**src/rtl/switch_pkg.sv**
```systemverilog
// Shared types and elaboration helpers for the switch egress path.
package switch_pkg;

  typedef longint port_speed_t;
  typedef logic [31:0] beat_count_t;

  localparam int unsigned PACER_CALC_W = 128;
  typedef logic [PACER_CALC_W-1:0] pacer_wide_t;

  // Credit cost of one beat: clock frequency times bits per beat.
  function automatic pacer_wide_t pacer_cost(input pacer_wide_t freq, input pacer_wide_t len);
    return freq * len;
  endfunction

endpackage

```
**src/rtl/switch_pacer_lane.sv**
```systemverilog
// One egress port: token-bucket accumulator, ready generation and the
// registered accepted-beat stage.
module switch_pacer_lane
  import switch_pkg::*;
#(
  parameter int unsigned                ACC_WIDTH  = 96,
  parameter int unsigned                DATA_WIDTH = 8,
  parameter logic [ACC_WIDTH-1:0]       COST       = '1,
  parameter logic [ACC_WIDTH-1:0]       CAP        = '1
) (
  input  logic                  clk,
  input  logic                  reset_n,
  input  port_speed_t           speed,
  input  logic                  enable,
  input  logic                  valid,
  input  logic [DATA_WIDTH-1:0] data,
  output logic                  ready,
  output logic                  out_valid,
  output logic [DATA_WIDTH-1:0] out_data,
  output beat_count_t           count
);

  logic [ACC_WIDTH-1:0]  acc_q, acc_d;
  logic [ACC_WIDTH-1:0]  add, sum;
  logic                  en_q, en_d;
  logic                  valid_q, valid_d;
  logic [DATA_WIDTH-1:0] data_q, data_d;
  beat_count_t           cnt_q, cnt_d;
  logic                  fire;

  always_comb begin
    ready   = en_q && (acc_q >= COST);
    fire    = valid && ready;
    add     = (speed > 0) ? ACC_WIDTH'(unsigned'(speed)) : '0;
    // fire implies acc_q >= COST, so the debit never underflows
    sum     = acc_q + add - (fire ? COST : '0);
    acc_d   = !enable ? '0 : ((sum > CAP) ? CAP : sum);
    en_d    = enable;
    valid_d = fire;
    data_d  = fire ? data : data_q;
    cnt_d   = fire ? cnt_q + 32'd1 : cnt_q;
  end

  always_ff @(posedge clk) begin
    if (!reset_n) begin
      acc_q   <= '0;
      en_q    <= 1'b0;
      valid_q <= 1'b0;
      data_q  <= '0;
      cnt_q   <= '0;
    end else begin
      acc_q   <= acc_d;
      en_q    <= en_d;
      valid_q <= valid_d;
      data_q  <= data_d;
      cnt_q   <= cnt_d;
    end
  end

  assign out_valid = valid_q;
  assign out_data  = data_q;
  assign count     = cnt_q;

endmodule

```
**src/rtl/switch_port_pacer.sv**
```systemverilog
// Per-port transmit rate limiter: throttles o_txReady so each port's
// sustained throughput tracks i_portSpeed, with bursts bounded by the bucket.
module switch_port_pacer
  import switch_pkg::*;
#(
  parameter int     g_DEVICES       = 2,
  parameter longint g_FREQUENCY     = 125000000,
  parameter int     g_AVALON_LENGTH = 8,
  parameter int     g_BURST_BEATS   = 4,
  parameter int     g_ACC_WIDTH     = 96
) (
  input  logic                                 i_clk,
  input  logic                                 i_reset_n,
  input  port_speed_t                          i_portSpeed [g_DEVICES-1:0],
  input  logic [g_DEVICES-1:0]                 i_portEnable,
  input  logic [g_DEVICES-1:0]                 i_valid,
  output logic                                 o_txReady [g_DEVICES-1:0],
  input  logic [g_AVALON_LENGTH*g_DEVICES-1:0] i_avalonVec,
  output logic [g_AVALON_LENGTH*g_DEVICES-1:0] o_avalonVec,
  output logic [g_DEVICES-1:0]                 o_valid,
  output beat_count_t                          o_beatCount [g_DEVICES-1:0]
);

  localparam pacer_wide_t COST_W =
    pacer_cost(pacer_wide_t'(g_FREQUENCY), pacer_wide_t'(g_AVALON_LENGTH));
  localparam pacer_wide_t CAP_W    = COST_W * pacer_wide_t'(g_BURST_BEATS);
  localparam pacer_wide_t HEADROOM = CAP_W + (pacer_wide_t'(1) << 63);

  localparam logic [g_ACC_WIDTH-1:0] COST = g_ACC_WIDTH'(COST_W);
  localparam logic [g_ACC_WIDTH-1:0] CAP  = g_ACC_WIDTH'(CAP_W);

  // Accumulator must hold CAP plus the largest possible per-cycle credit.
  if (g_ACC_WIDTH < 64 ||
      (g_ACC_WIDTH < int'(PACER_CALC_W) && (HEADROOM >> g_ACC_WIDTH) != '0)) begin : g_acc_width_check
    $error("switch_port_pacer: g_ACC_WIDTH too small for CAP + 2^63");
  end
  if (g_DEVICES < 1 || g_BURST_BEATS < 1) begin : g_param_check
    $error("switch_port_pacer: g_DEVICES and g_BURST_BEATS must be >= 1");
  end

  for (genvar p = 0; p < g_DEVICES; p++) begin : g_lane
    switch_pacer_lane #(
      .ACC_WIDTH  (g_ACC_WIDTH),
      .DATA_WIDTH (g_AVALON_LENGTH),
      .COST       (COST),
      .CAP        (CAP)
    ) u_lane (
      .clk       (i_clk),
      .reset_n   (i_reset_n),
      .speed     (i_portSpeed[p]),
      .enable    (i_portEnable[p]),
      .valid     (i_valid[p]),
      .data      (i_avalonVec[p*g_AVALON_LENGTH +: g_AVALON_LENGTH]),
      .ready     (o_txReady[p]),
      .out_valid (o_valid[p]),
      .out_data  (o_avalonVec[p*g_AVALON_LENGTH +: g_AVALON_LENGTH]),
      .count     (o_beatCount[p])
    );
  end

endmodule

```
**config.mk**
```make
export PLATFORM = sky130hd
export DESIGN_NAME = switch_port_pacer
export DESIGN_NICKNAME = d
export VERILOG_FILES = /design/src/rtl/switch_pkg.sv /design/src/rtl/switch_pacer_lane.sv /design/src/rtl/switch_port_pacer.sv
export SDC_FILE = /design/constraint.sdc
export NUM_CORES = 1
export LEC_CHECK = 0
export BUFFER_PORTS_ARGS = -buffer_cell sky130_fd_sc_hd__clkbuf_2
export CAP_MARGIN = 20
export CELL_PAD_IN_SITES_DETAIL_PLACEMENT = 1
export CELL_PAD_IN_SITES_GLOBAL_PLACEMENT = 1
export CORE_ASPECT_RATIO = 1.4
export CORE_MARGIN = 3
export CORE_UTILIZATION = 30
export CTS_BUF_LIST = sky130_fd_sc_hd__clkbuf_8 sky130_fd_sc_hd__clkbuf_16
export CTS_CLUSTER_DIAMETER = 50
export DETAILED_ROUTE_END_ITERATION = 6
export PLACE_DENSITY = 0.68
export RECOVER_POWER = 100
export REMOVE_ABC_BUFFERS = 1
export SLEW_MARGIN = 15
export SYNTH_ARGS = -nofsm -noshare
export SYNTH_HDL_FRONTEND = slang
export SYNTH_SLANG_ARGS = --single-unit
```
**constraint.sdc**
```tcl
create_clock -name i_clk -period 10.6 [get_ports i_clk]
set_input_delay 1.59 -clock i_clk [delete_from_list [all_inputs] [get_ports i_clk]]
set_output_delay 1.59 -clock i_clk [all_outputs]
set_load 0.01 [all_outputs]
```
# After elaboration in Yosys (flattened, before gate mapping)
# Cells that the tools add are included.
# W data, S select, Z words.
[word_totals] inputBits=150 latch_bits=0 n_memories=0 wordCells=41 output_inout_bits=84 register_bits=276 mem_bits_ro=0 ram_bits=0
[op_classes] n_mul=0 bitwise_logic=3 n_div=0 add_sub_neg=6 mux=6 eq_ne=0 n_reduce_logical=8 n_shift=0 n_lt_le_gt_ge=6
[op_table] operator="$add A96 B96 Y96" n=2
[op_table] operator="$ge A96 B30 Y1 const B" n=2
[op_table] operator="$gt A96 B32 Y1 const B" n=2
[op_table] operator="$sub A96 B30 Y96" n=2
[op_table] operator="$gt A64 B1 Y1 const B" n=2
[op_table] operator="$mux W64" n=2
[op_table] operator="$add A32 B1 Y32 const B" n=2
[op_table] operator="$mux W32" n=2
[op_table] operator="$mux W30" n=2
[op_table] operator="$reduce_or A3 Y1" n=2
[op_table] operator="$logic_and A1 B1 Y1" n=4
[op_table] operator="$reduce_and A2 Y1" n=2
[op_table] operator="$not A1 Y1" n=3

# Longest topological paths before layout
# Gate-level depths: netlist (run 1).
[depth] word_depth=7 depth_mapped=32 depth_no_buf=26

# Cells and area by module
# From an unflattened synthesis (run 1), not the netlist that was laid out.
[unflattened] hier_cells=3982 area_unflattened_um2=28912.7
[by_module_without_submodules] mod="switch_pacer_lane (g_lane[1].u_lane)" instances=1 seq_area_each_um2=2762.6 area_per_inst_um2=14521.4 cells_per_inst=2000
[by_module_without_submodules] mod="switch_pacer_lane (g_lane[0].u_lane)" instances=1 seq_area_each_um2=2762.6 area_per_inst_um2=14391.3 cells_per_inst=1982

# Least setup slack after synthesis (run 1)
# Ideal clock, no wire load.
[synth_path] path_type="register to register" from="register g_lane[1].u_lane.acc_q[9]" to="register g_lane[1].u_lane.acc_q[23]" period_less_slack_ns=7.502 arrival_time_ns=7.429 stages_incl_launch_ff=29 path_slack_ns=3.098 setup_ns=0.073 required_ns=10.527 path_buffers=5 cell_sequence="dfxtp_1 -> o21ai_0 -> a31oi_1 -> o21a_1 -> o211ai_1 -> a31oi_1 -> o2111a_1 -> o41ai_1 -> a21oi_1 -> o211ai_1 -> clkbuf_1 -> buf_1 -> fa_1 -> ha_1 -> clkbuf_1 -> nand4_1 -> or4_1 -> nor3_1 -> o211ai_1 -> and2_1 -> o31ai_1 -> xnor2_1 -> o21ai_0 -> or3b_1 -> or4_1 -> or4_1 -> buf_4 -> buf_6 -> nor3_2"
[synth_between] elab_chain_len=7 word_cells_on_any_way=8 classes_between="add/sub (2); order compare (2); mux (1); reduce/logical (3)"
[synth_rtl] element="start: declaration" line_no="switch_pacer_lane.sv:23" text="logic [ACC_WIDTH-1:0] acc_q, acc_d;"
[synth_rtl] element="start signal: assignment" line_no="switch_pacer_lane.sv:46" text="acc_q <= '0;"
[synth_rtl] element="start signal: assignment" line_no="switch_pacer_lane.sv:52" text="acc_q <= acc_d;"
[synth_rtl] element="$ge A96 B30 Y1" line_no="switch_pacer_lane.sv:32" text="ready = en_q && (acc_q >= COST);"
[synth_rtl] element="$logic_and A1 B1 Y1" line_no="switch_pacer_lane.sv:32"
[synth_rtl] element="$logic_and A1 B1 Y1" line_no="switch_pacer_lane.sv:33" text="fire = valid && ready;"
[synth_rtl] element="$mux W30" line_no="switch_pacer_lane.sv:36" text="sum = acc_q + add - (fire ? COST : '0);"
[synth_rtl] element="$sub A96 B30 Y96 (*)" line_no="switch_pacer_lane.sv:36"
[synth_rtl] element="$gt A96 B32 Y1" line_no="switch_pacer_lane.sv:37" text="acc_d = !enable ? '0 : ((sum > CAP) ? CAP : sum);"
[synth_rtl] element="$reduce_or A3 Y1 (no source line)"
# Every way passes the cells marked *; elsewhere a longest branch is shown, timed or not.
# A chain may end at the register's enable or synchronous reset.

# Worst setup path in the final report (run 1)
[layout_path] from="register g_lane[1].u_lane.acc_q[9]" to="register g_lane[1].u_lane.acc_q[6]"
[layout_between] elab_chain_len=7 word_cells_on_any_way=8 classes_between="add/sub (2); order compare (2); mux (1); reduce/logical (3)"
[layout_rtl] element="$ge A96 B30 Y1" line_no="switch_pacer_lane.sv:32"
[layout_rtl] element="$logic_and A1 B1 Y1" line_no="switch_pacer_lane.sv:32"
[layout_rtl] element="$logic_and A1 B1 Y1" line_no="switch_pacer_lane.sv:33"
[layout_rtl] element="$mux W30" line_no="switch_pacer_lane.sv:36"
[layout_rtl] element="$sub A96 B30 Y96 (*)" line_no="switch_pacer_lane.sv:36"
[layout_rtl] element="$gt A96 B32 Y1 (*)" line_no="switch_pacer_lane.sv:37"
[layout_rtl] element="$reduce_or A3 Y1 (no source line) (*)"
# Marks and branches as above.

==> results of run 1 <==
[power by group]
| group | internal (mW) | switching [mW] | total (mW) |
|---|---|---|---|
| Sequential | 1.07 | 0.0201 | 1.09 |
| Combinational | 0.616 | 1.32 | 1.94 |
| Clock | 0.874 | 0.613 | 1.49 |
| Total | 2.56 | 1.96 | 4.52 |
[worst paths after layout]
path | startpoint | to | cells after the start
worst max-delay path | g_lane[1].u_lane.acc_q[9]$_SDFF_PP0_ | g_lane[1].u_lane.acc_q[6]$_SDFF_PP0_ | 28
worst min-delay path | g_lane[1].u_lane.out_data[3]$_SDFFE_PN0P_ | g_lane[1].u_lane.out_data[3]$_SDFFE_PN0P_ | 2
worst max register to register | g_lane[1].u_lane.acc_q[9]$_SDFF_PP0_ | g_lane[1].u_lane.acc_q[6]$_SDFF_PP0_ | 28
worst min register to register | g_lane[1].u_lane.out_data[3]$_SDFFE_PN0P_ | g_lane[1].u_lane.out_data[3]$_SDFFE_PN0P_ | 2
[registers in the layout (all words and copies together), names as in the netlist]
name,flops
g_lane.u_lane.out_valid,2
g_lane.u_lane.acc_q,192
g_lane.u_lane.count,64
g_lane.u_lane.out_data,16
g_lane.u_lane.en_q,2
[cell usage after synthesis (46+ instances only)]
library cell,n,share of area
nand3_1,112,0.019
o21ai_0,234,0.040
clkbuf_1,125,0.016
o21a_1,49,0.013
a21o_1,46,0.012
xor2_1,74,0.022
nor2_1,321,0.041
xnor2_1,70,0.021
nand4_1,128,0.028
nor3_1,88,0.015
dfxtp_1,276,0.19
inv_1,487,0.063
ha_1,332,0.14
a21oi_1,353,0.061
nand2_1,491,0.063
nor4_1,109,0.023
o211ai_1,47,0.012
[area by class of cell]
class | instances | area [µm²]
Inverter | 488 | 1832
Tap cell | 1292 | 1617
Antenna cell | 2 | 5.005
Clock inverter | 29 | 330.3
Fill cell | 12130 | 62360
Timing Repair Buffer | 273 | 1355
Sequential cell | 276 | 5525
Multi-Input combinational cell | 3309 | 21520
Clock buffer | 51 | 1186
[critical path: cells and delay by family, from the launching register on]
| family | cells | cell delay (ps) |
|---|---|---|
| AOI/OAI and AO/OA | 12 | 3020 |
| buffers and inverters | 5 | 1270 |
| adders and majority gates | 2 | 1290 |
| and+or+nand+nor | 8 | 2920 |
| xor gates and xnor gates | 1 | 320 |
| DFF | 1 | 330 |
[metal layers]
metal,up-vias,global-route usage,share of wire
li1,15090,-,-
met1,15400,0.2781,0.40
met2,848,0.4512,0.49
met3,344,0.03052,0.044
met4,6,0.1428,0.066
met5,-,0,0.00028
[cell families (layout without fill, tap and decap cells)]
family | count (synthesis) | in the layout | share of synthesized area
AOI/OAI and AO/OA | 1061 | 1061 | 0.2317
muxes | 31 | 31 | 0.01103
DFF | 276 | 276 | 0.1902
other | 1 | 130 | 0.0001291
and+or+nand+nor | 1587 | 1587 | 0.2786
adders and majority gates | 358 | 358 | 0.1610
xor gates and xnor gates | 144 | 144 | 0.04343
buffers and inverters | 637 | 841 | 0.08388
[stage by stage]
| stage | utilization | worst slack (ps) | instances | hold WS [ps] |
|---|---|---|---|---|
| 3_5_place_dp | 0.3345 | 1296 | 5637 | 448.2 |
| 5_1_grt | 0.3486 | 715.6 | 5718 | 477.3 |
| 6_report | 0.3486 | 1289 | 5720 | 455.5 |
| 2_1_floorplan | - | 879.6 | 4073 | 480.5 |
| 3_3_place_gp | 0.3345 | 1373 | 5637 | 442.3 |
| 4_1_cts | 0.3504 | 1803 | 5717 | 456.5 |
[layout by cell type, fill, tap and decap left out, types with 23 or more instances in the layout]
cell         n
o21ai_0    234
nand4_1    128
mux2i_1     23
nand3_1    112
and2_1      30
nor2_1     319
o211ai_1    47
a211oi_1    38
xor2_1      74
conb_1     128
dfxtp_1    276
buf_4       34
xnor2_1     70
and3_1      32
clkbuf_2   149
inv_1      489
and4_1      27
clkbuf_1    89
or3_1       29
nand2_1    491
clkbuf_16   43
a21o_1      46
nor2b_1     35
nor4_1     110
nor3_1      97
ha_1       332
o21bai_1    23
o21a_1      49
a21oi_1    353
a31oi_1     31
nand2b_1    43
fa_1        26
==> impl_metrics.csv, run 1 <==
group,metric,value,unit
logic_synthesis,synth_cells,4095,
die,initial_core_util,0.3034,
clock_network,cts_buffers,43,
clock_network,cts_sinks,276,
grt,grt_usage,0.2493,
setup_path,start_kind,"flop",
layout,fin_nets,4899,
setup_path,crit_required,11100,ps
hold_path,hold_path.class,"flop to flop",
drt,drc,0,
timing,rsz0062_at_grt,"no",
place,hpwl,109400,µm
logic_synthesis,syn-cell-area,29040,µm²
die,fp-row-count,134,
clock_network,path_clk_slew,60,ps
place,port_buffers,233,
setup_path,crit_arrival,9810,ps
grt,antenna_found_initial,5,
logic_synthesis,synth_edf_count,0,
layout,synthToLayoutAreaGrowth,14.91,%
status,violations,"max-capacitance violations, max-slew violations",
status,status,"finished with violations",
logic_synthesis,ys.warnings.count,0,
drt,vias,31690,
timing,setup_viol,0,
timing,max_freq,107.4,MHz
job,maxCapViolCount,3,
die,pin_count,234,
logic_synthesis,avgSynthCellArea,7.092,µm²
die,die_w,269.0,µm
pwr,power,4.520,mW
clock_network,clockBufferDepth,3,
place,placed_area,32020,µm²
grt,grt_pass1_vias,32780,
setup_path,worstPathMaxFanout,28,
drt,first_pass_iters,5,
pwr,p_leak,14.24,nW
logic_synthesis,synthArstFlopShare,0,
setup_path,reg2reg_slack,1290,ps
clock_network,post_cts_resized,0,
grt,grt_first_pass_wirelength,194600,µm
logic_synthesis,ys.flop_type,"dfxtp_1",
clock_network,cts_hold_buf,0,
layout,stdcell_area,33370,µm²
logic_synthesis,yosysSeqAreaShare,0.1902,
clock_network,cts_tree,"built",
clock_network,root_buffer,"clkbuf_16",
drt,vias_per_cell,5.539,
timing,fin_crit_sh,0.8784,
timing,maxSlewViolCount,123,
die,core,95730,µm²
setup_path,critical_path_class,"flop to flop",
pwr,vdd_drop_max,0.1231,mV
setup_path,critical-path-slowest-cell,"fa_1",
drt,routedWlPerCell,22.64,µm
drt,routed_wl,129500,µm
drt,drtIter0Drc,1818,
timing,hold_viol,0,
die,die_y,374.2,µm
logic_synthesis,postSynthRegisterBits,276,
layout,drive_gt1_frac,0.07411,
grt,grt_start_max_net_pins,61,
drt,antenna_left,0,
pwr,p_per_area,135.4,nW/µm²
clock_network,postCtsSetupBuffers,0,
place,gp_congestion,1.011,
timing,finalSetupTns,0,ps
setup_path,max_stage_delay,820,ps
timing,max_slew_margin,-0.7827,
timing,tightest_slew,2674,ps
grt,overflow,0,
clock_network,insertion_delay,630,ps
clock_network,h-tree-depth,2,
logic_synthesis,ys_types,100,
setup_path,worstSetupEndpointType,"flop",
timing,min_period,9311,ps
die,die-area,100600,µm²
timing,fin_skew,42.31,ps
No activity file was read; power rests on OpenSTA's default activity.
==> inputs of run 2 (changes only) <==
--- a/config.mk
+++ b/config.mk
@@ -10,14 +10,13 @@
 export CELL_PAD_IN_SITES_DETAIL_PLACEMENT = 1
 export CELL_PAD_IN_SITES_GLOBAL_PLACEMENT = 1
 export CORE_ASPECT_RATIO = 1.4
-export CORE_MARGIN = 3
-export CORE_UTILIZATION = 30
+export CORE_MARGIN = 8
+export CORE_UTILIZATION = 45
 export CTS_BUF_LIST = sky130_fd_sc_hd__clkbuf_8 sky130_fd_sc_hd__clkbuf_16
 export CTS_CLUSTER_DIAMETER = 50
 export DETAILED_ROUTE_END_ITERATION = 6
-export PLACE_DENSITY = 0.68
+export PLACE_DENSITY = 0.92
 export RECOVER_POWER = 100
-export REMOVE_ABC_BUFFERS = 1
 export SLEW_MARGIN = 15
 export SYNTH_ARGS = -nofsm -noshare
 export SYNTH_HDL_FRONTEND = slang
==> impl_metrics.csv, run 2 (synthesized netlist as in run 1, its figures left out) <==
group,metric,value,unit
setup_path,path_buf_inv,5,
clock_network,insertion_delay,600,ps
setup_path,critical-path-slowest-cell,"or4_1",
layout,fin_nets,4871,
layout,drive_gt1_frac,0.06651,
layout,multi_input_area,21540,µm²
pwr,p_per_area,134.4,nW/µm²
layout,synthToLayoutAreaGrowth,11.73,%
status,status,"finished with violations",
clock_network,cts_hold_buf,0,
layout,regArea,5525,µm²
timing,rsz0062_at_grt,"no",
pwr,clock_power_share,0.301,
drt,dr.max_layer_used,"met5",
grt,grt_first_pass_wirelength,203400,µm
timing,finalSetupTns,0,ps
pwr,pwr-share-seq,0.251,
setup_path,crit_cells,28,
die,die_y,316.6,µm
setup_path,critical_path_class,"flop to flop",
grt,grt_start_max_net_pins,47,
drt,routed_wl,133300,µm
place,port_buffers,233,
timing,whs,456.3,ps
clock_network,cts_tree,"built",
drt,first_pass_iters,7,
setup_path,reg2reg_slack,420,ps
setup_path,crit_arrival,10670,ps
pwr,power.switching,1.909,mW
layout,top_register,"g_lane.u_lane.acc_q",
drt,vias_per_cell,6.379,
die,core,64140,µm²
die,die_w,230.7,µm
layout,final_cell_mix,"492 x inv_1, 491 x nand2_1, 353 x a21oi_1",
die,pin_count,234,
hold_path,hold_path.class,"flop to flop",
timing,fin_crit_sh,0.9602,
timing,max_slew_margin,-0.05669,
timing,fin_skew,34.00,ps
timing,min_period,10180,ps
die,die-area,73040,µm²
clock_network,h-tree-depth,2,
pwr,p_leak,14.07,nW
drt,drc,2,
pwr,vdd_drop_max,0.1382,mV
layout,final_common_cell,"inv_1",
drt,drtIter0Drc,2611,
timing,setup_viol,0,
clock_network,path_clk_slew,60,ps
timing,maxSlewViolCount,22,
setup_path,endpoint,"g_lane[1].u_lane.acc_q[6]$_SDFF_PP0_",
drt,met2WireLength,63830,µm
drt,antenna_left,0,
drt,route.met3.wl,9284,µm
clock_network,root_buffer,"clkbuf_16",
clock_network,cts_sinks,276,
layout,largest_reg_flops,192,
setup_path,worstPathMaxFanout,38,
clock_network,post_cts_resized,0,
timing,max_freq,98.25,MHz
pwr,combPwrFrac,0.448,
pwr,power.internal,2.451,mW
drt,routedWlPerCell,25.47,µm
layout,n_fill_cell,8492,
setup_path,reg2reg_to,"g_lane[1].u_lane.acc_q[6]$_SDFF_PP0_",
place,gp_congestion,1.041,
grt,overflow,0,
status,violations,"design-rule violations, max-capacitance violations, max-slew violations",
setup_path,crit_start,"g_lane[1].u_lane.acc_q[9]$_SDFF_PP0_",
timing,hold_viol,0,
setup_path,cpLargestDelayFamily,"compound AO/OA/AOI/OAI gates",
grt,grt_pass1_vias,35100,
setup_path,crit_required,11090,ps
grt,antenna_found_initial,7,
clock_network,clockBufferDepth,3,
die,fp-row-count,110,
grt,grt_usage,0.3511,
job,maxCapViolCount,1,
pwr,power.share.switching,0.4379,
setup_path,worstSetupEndpointType,"flop",
place,hpwl,107800,µm
setup_path,max_stage_delay,670,ps
drt,wl_met1,50490,µm
setup_path,reg2reg_depth,28,
clock_network,postCtsSetupBuffers,0,
setup_path,r2r-start,"g_lane[1].u_lane.acc_q[9]$_SDFF_PP0_",
drt,vias,33380,
setup_path,start_kind,"flop",
timing,tightest_slew,1585,ps
clock_network,cts_buffers,36,
die,initial_core_util,0.4528,
## run 2: worst min path at each step
stage                                              startpoint                                         to  slack, ps  cells past startpoint
floorplan           g_lane[0].u_lane.out_data[0]$_SDFFE_PN0P_  g_lane[0].u_lane.out_data[0]$_SDFFE_PN0P_        480                      2
global placement    g_lane[0].u_lane.out_data[2]$_SDFFE_PN0P_  g_lane[0].u_lane.out_data[2]$_SDFFE_PN0P_        440                      2
detailed placement  g_lane[0].u_lane.out_data[6]$_SDFFE_PN0P_  g_lane[0].u_lane.out_data[6]$_SDFFE_PN0P_        450                      2
CTS                 g_lane[1].u_lane.out_data[5]$_SDFFE_PN0P_  g_lane[1].u_lane.out_data[5]$_SDFFE_PN0P_        460                      2
global route        g_lane[1].u_lane.out_data[4]$_SDFFE_PN0P_  g_lane[1].u_lane.out_data[4]$_SDFFE_PN0P_        490                      2
finish              g_lane[1].u_lane.out_data[5]$_SDFFE_PN0P_  g_lane[1].u_lane.out_data[5]$_SDFFE_PN0P_        460                      2
## run 2: stage by stage
stage / util / cells / cell area [µm²] / worst slack (ps) / power (mW)
floorplan: - / 4222 / 29520 / 3098 / 2.341
global placement: 0.4877 / 5162 / 31280 / 787.5 / 2.942
detailed placement: 0.4882 / 5163 / 31310 / 393.7 / 2.977
CTS: 0.5077 / 5228 / 32560 / 347.9 / 4.304
global route: 0.5058 / 5230 / 32440 / 133.6 / 4.547
finish: 0.5060 / 5233 / 32450 / 422.4 / 4.360
## run 2: worst min-delay path, stage by stage (launching register included)
cell and delay, ps:
dfxtp_1 310, nand2_1 50, a21oi_1 50
## run 2: layout make-up
type | instances | area share
tap | 840 | 0.03239
sequential | 276 | 0.1703
antenna | 3 | 0.0002313
multi-input combinational | 3309 | 0.6639
timing repair buffer | 252 | 0.03829
inverter | 488 | 0.05645
clock inverter | 21 | 0.007018
clock buffer | 44 | 0.03150
## run 2: power by group through the flow
stage | sequential [mW] | clock [mW] | combinational [mW]
2_1_floorplan | 1.11 | 0 | 1.23
3_3_place_gp | 1.11 | 0 | 1.83
3_5_place_dp | 1.12 | 0 | 1.86
4_1_cts | 1.09 | 1.33 | 1.88
5_1_grt | 1.10 | 1.37 | 2.08
6_report | 1.09 | 1.31 | 1.95
## run 2: per-layer routing
metal  up-vias  track usage
met2      1593       0.6223
met5         -            0
li1      15050            -
met1     16170       0.3866
met3       564      0.06247
met4         6       0.2163
==> inputs of run 3 (changes only) <==
--- a/config.mk
+++ b/config.mk
@@ -11,11 +11,11 @@
 export CELL_PAD_IN_SITES_GLOBAL_PLACEMENT = 1
 export CORE_ASPECT_RATIO = 1.4
 export CORE_MARGIN = 8
-export CORE_UTILIZATION = 45
+export CORE_UTILIZATION = 24
 export CTS_BUF_LIST = sky130_fd_sc_hd__clkbuf_8 sky130_fd_sc_hd__clkbuf_16
 export CTS_CLUSTER_DIAMETER = 50
 export DETAILED_ROUTE_END_ITERATION = 6
-export PLACE_DENSITY = 0.92
+export PLACE_DENSITY = 0.59
 export RECOVER_POWER = 100
 export SLEW_MARGIN = 15
 export SYNTH_ARGS = -nofsm -noshare
==> impl_metrics.csv, run 3 (synthesized netlist as in run 1, its figures left out) <==
group,metric,value,unit
status,status,"finished with violations",
status,violations,"max-capacitance violations, max-slew violations",
pwr,p_per_area,132.4,nW/µm²
drt,drc,0,
layout,largest_reg_flops,192,
timing,rsz0062_at_grt,"no",
job,maxCapViolCount,1,
pwr,vdd_drop_max,0.08369,mV
die,fp-row-count,151,
clock_network,cts_sinks,276,
setup_path,path_buf_inv,2,
clock_network,post_cts_resized,0,
clock_network,cts_hold_buf,0,
setup_path,max_stage_delay,1160,ps
clock_network,h-tree-depth,2,
drt,routed_wl,138100,µm
setup_path,worstSetupEndpointType,"flop",
setup_path,critical-path-slowest-cell,"clkbuf_1",
clock_network,postCtsSetupBuffers,0,
layout,final_common_cell,"nand2_1",
grt,antenna_found_initial,4,
setup_path,cpLargestDelayFamily,"compound AO/OA/AOI/OAI gates",
die,pin_count,234,
timing,fin_crit_sh,0.9060,
drt,vias_per_cell,5.257,
layout,final_cell_mix,"491 x nand2_1, 490 x inv_1, 353 x a21oi_1",
die,die-area,132600,µm²
setup_path,endpoint,"g_lane[0].u_lane.acc_q[25]$_SDFF_PN0_",
clock_network,cts_tree,"built",
drt,drtIter0Drc,1650,
grt,grt_usage,0.2010,
die,die_w,310,µm
layout,synthToLayoutAreaGrowth,15.52,%
grt,grt_pass1_vias,32920,
timing,finalSetupTns,0,ps
setup_path,reg2reg_slack,1000,ps
timing,tightest_slew,1512,ps
setup_path,crit_required,11070,ps
clock_network,clockBufferDepth,3,
timing,min_period,9604,ps
layout,fin_nets,4885,
pwr,p_leak,14.14,nW
grt,grt_first_pass_wirelength,205700,µm
timing,hold_viol,0,
timing,max_freq,104.1,MHz
drt,routedWlPerCell,22.95,µm
timing,maxSlewViolCount,22,
clock_network,root_buffer,"clkbuf_16",
layout,top_register,"g_lane.u_lane.acc_q",
drt,antenna_left,0,
drt,vias,31640,
die,die_y,427.6,µm
place,hpwl,117800,µm
setup_path,crit_path_frequent_cell,"o21ai_0",
setup_path,crit_arrival,10070,ps
timing,setup_viol,0,
place,port_buffers,233,
clock_network,cts_buffers,41,
setup_path,crit_start,"g_lane[0].u_lane.acc_q[9]$_SDFF_PP0_",
die,initial_core_util,0.2409,
grt,grt_start_max_net_pins,73,
setup_path,critical_path_class,"flop to flop",
setup_path,start_kind,"flop",
setup_path,reg2reg_depth,24,
die,core,120500,µm²
setup_path,worstPathMaxFanout,32,
timing,whs,454.4,ps
hold_path,hold_path.class,"flop to flop",
timing,fin_skew,44.22,ps
clock_network,insertion_delay,620,ps
timing,max_slew_margin,-0.007845,
place,gp_congestion,1.009,
layout,drive_gt1_frac,0.07055,
clock_network,path_clk_slew,60,ps
setup_path,reg2reg_to,"g_lane[0].u_lane.acc_q[25]$_SDFF_PN0_",
setup_path,cp_cell_sequence,"o21ai_0 -> a311oi_1 -> o21ai_0 -> a31oi_1 -> o2111ai_1 -> a21boi_0 -> o2111a_1 -> o211ai_1 -> clkbuf_1 -> fa_1 -> ha_1 -> nand2_1 -> o21ai_0 -> nor2_1 -> a2111oi_0 -> nor3_1 -> or3_1 -> nand2_1 -> mux2_1 -> nor4_1 -> and4_1 -> nand4_1 -> buf_4 -> o31a_1",
setup_path,r2r-start,"g_lane[0].u_lane.acc_q[9]$_SDFF_PP0_",
setup_path,crit_cells,24,
grt,overflow,0,
pwr,power,4.441,mW
drt,first_pass_iters,5,
## run 3: cell types whose count changed in the layout (fill, tap and decap cells not counted), moves of 2 or more
cell	previous run	this run
buf_16	2	0
buf_4	14	25
clkbuf_16	37	41
clkbuf_8	7	2
clkinv_2	4	10
clkinv_8	0	6
inv_1	492	490
inv_16	2	0
## run 3: worst min-delay path by stage
| stage | endpoint | slack [ps] | startpoint | cells after the start |
|---|---|---|---|---|
| after global routing | g_lane[1].u_lane.out_data[6]$_SDFFE_PN0P_ | 470 | g_lane[1].u_lane.out_data[6]$_SDFFE_PN0P_ | 2 |
| after global placement | g_lane[1].u_lane.out_data[0]$_SDFFE_PN0P_ | 440 | g_lane[1].u_lane.out_data[0]$_SDFFE_PN0P_ | 2 |
| after detailed placement | g_lane[1].u_lane.out_data[3]$_SDFFE_PN0P_ | 450 | g_lane[1].u_lane.out_data[3]$_SDFFE_PN0P_ | 2 |
| final | g_lane[1].u_lane.out_data[0]$_SDFFE_PN0P_ | 450 | g_lane[1].u_lane.out_data[0]$_SDFFE_PN0P_ | 2 |
| after CTS | g_lane[1].u_lane.out_data[0]$_SDFFE_PN0P_ | 460 | g_lane[1].u_lane.out_data[0]$_SDFFE_PN0P_ | 2 |
| after floorplan | g_lane[0].u_lane.out_data[0]$_SDFFE_PN0P_ | 480 | g_lane[0].u_lane.out_data[0]$_SDFFE_PN0P_ | 2 |
## run 3: cell type report
cell class | count | area (µm²)
Timing Repair Buffer | 261 | 1259
Tap cell | 1606 | 2009
Sequential cell | 276 | 5525
Clock inverter | 31 | 329.1
Clock buffer | 43 | 1054
Fill cell | 15170 | 86990
Inverter | 488 | 1832
Antenna cell | 4 | 10.01
Multi-Input combinational cell | 3309 | 21530
## run 3: worst reg2reg max path: stages, from the launching register on
cell and delay [ps]:
dfxtp_1 320, o21ai_0 210, a311oi_1 170, o21ai_0 260, a31oi_1 160, o2111ai_1 490
a21boi_0 220, o2111a_1 300, o211ai_1 520, clkbuf_1 1160, fa_1 610, ha_1 440
nand2_1 100, o21ai_0 580, nor2_1 140, a2111oi_0 910, nor3_1 230, or3_1 440
nand2_1 160, mux2_1 380, nor4_1 600, and4_1 370, nand4_1 100, buf_4 260
o31a_1 350
## run 3: per-layer routing
| metal | vias to the layer above | global-route usage | routed length (µm) | part of all wire |
|---|---|---|---|---|
| li1 | 15070 | - | - | - |
| met1 | 15370 | 0.2239 | 55150 | 0.40 |
| met2 | 848 | 0.3606 | 67370 | 0.49 |
| met3 | 351 | 0.02532 | 5787 | 0.042 |
| met4 | 0 | 0.1237 | 9805 | 0.071 |
| met5 | - | 0 | 0 | 0 |
## run 3: metrics by stage
step | cell area, µm² | std cells | setup WS (ps) | utilization
final | 33550 | 6018 | 996.0 | 0.2783
after global routing | 33540 | 6015 | 666.9 | 0.2783
after CTS | 33710 | 6013 | 1299 | 0.2797
after detailed placement | 32330 | 5939 | 1100 | 0.2682
after global placement | 32330 | 5939 | 1182 | 0.2682
after floorplan | 29520 | 4222 | 3098 | -
## run 3: report_power, final
| group | internal (mW) | total (mW) | switching, mW |
|---|---|---|---|
| logic | 0.610 | 1.96 | 1.35 |
| clock network | 0.792 | 1.39 | 0.593 |
| registers | 1.07 | 1.09 | 0.0202 |
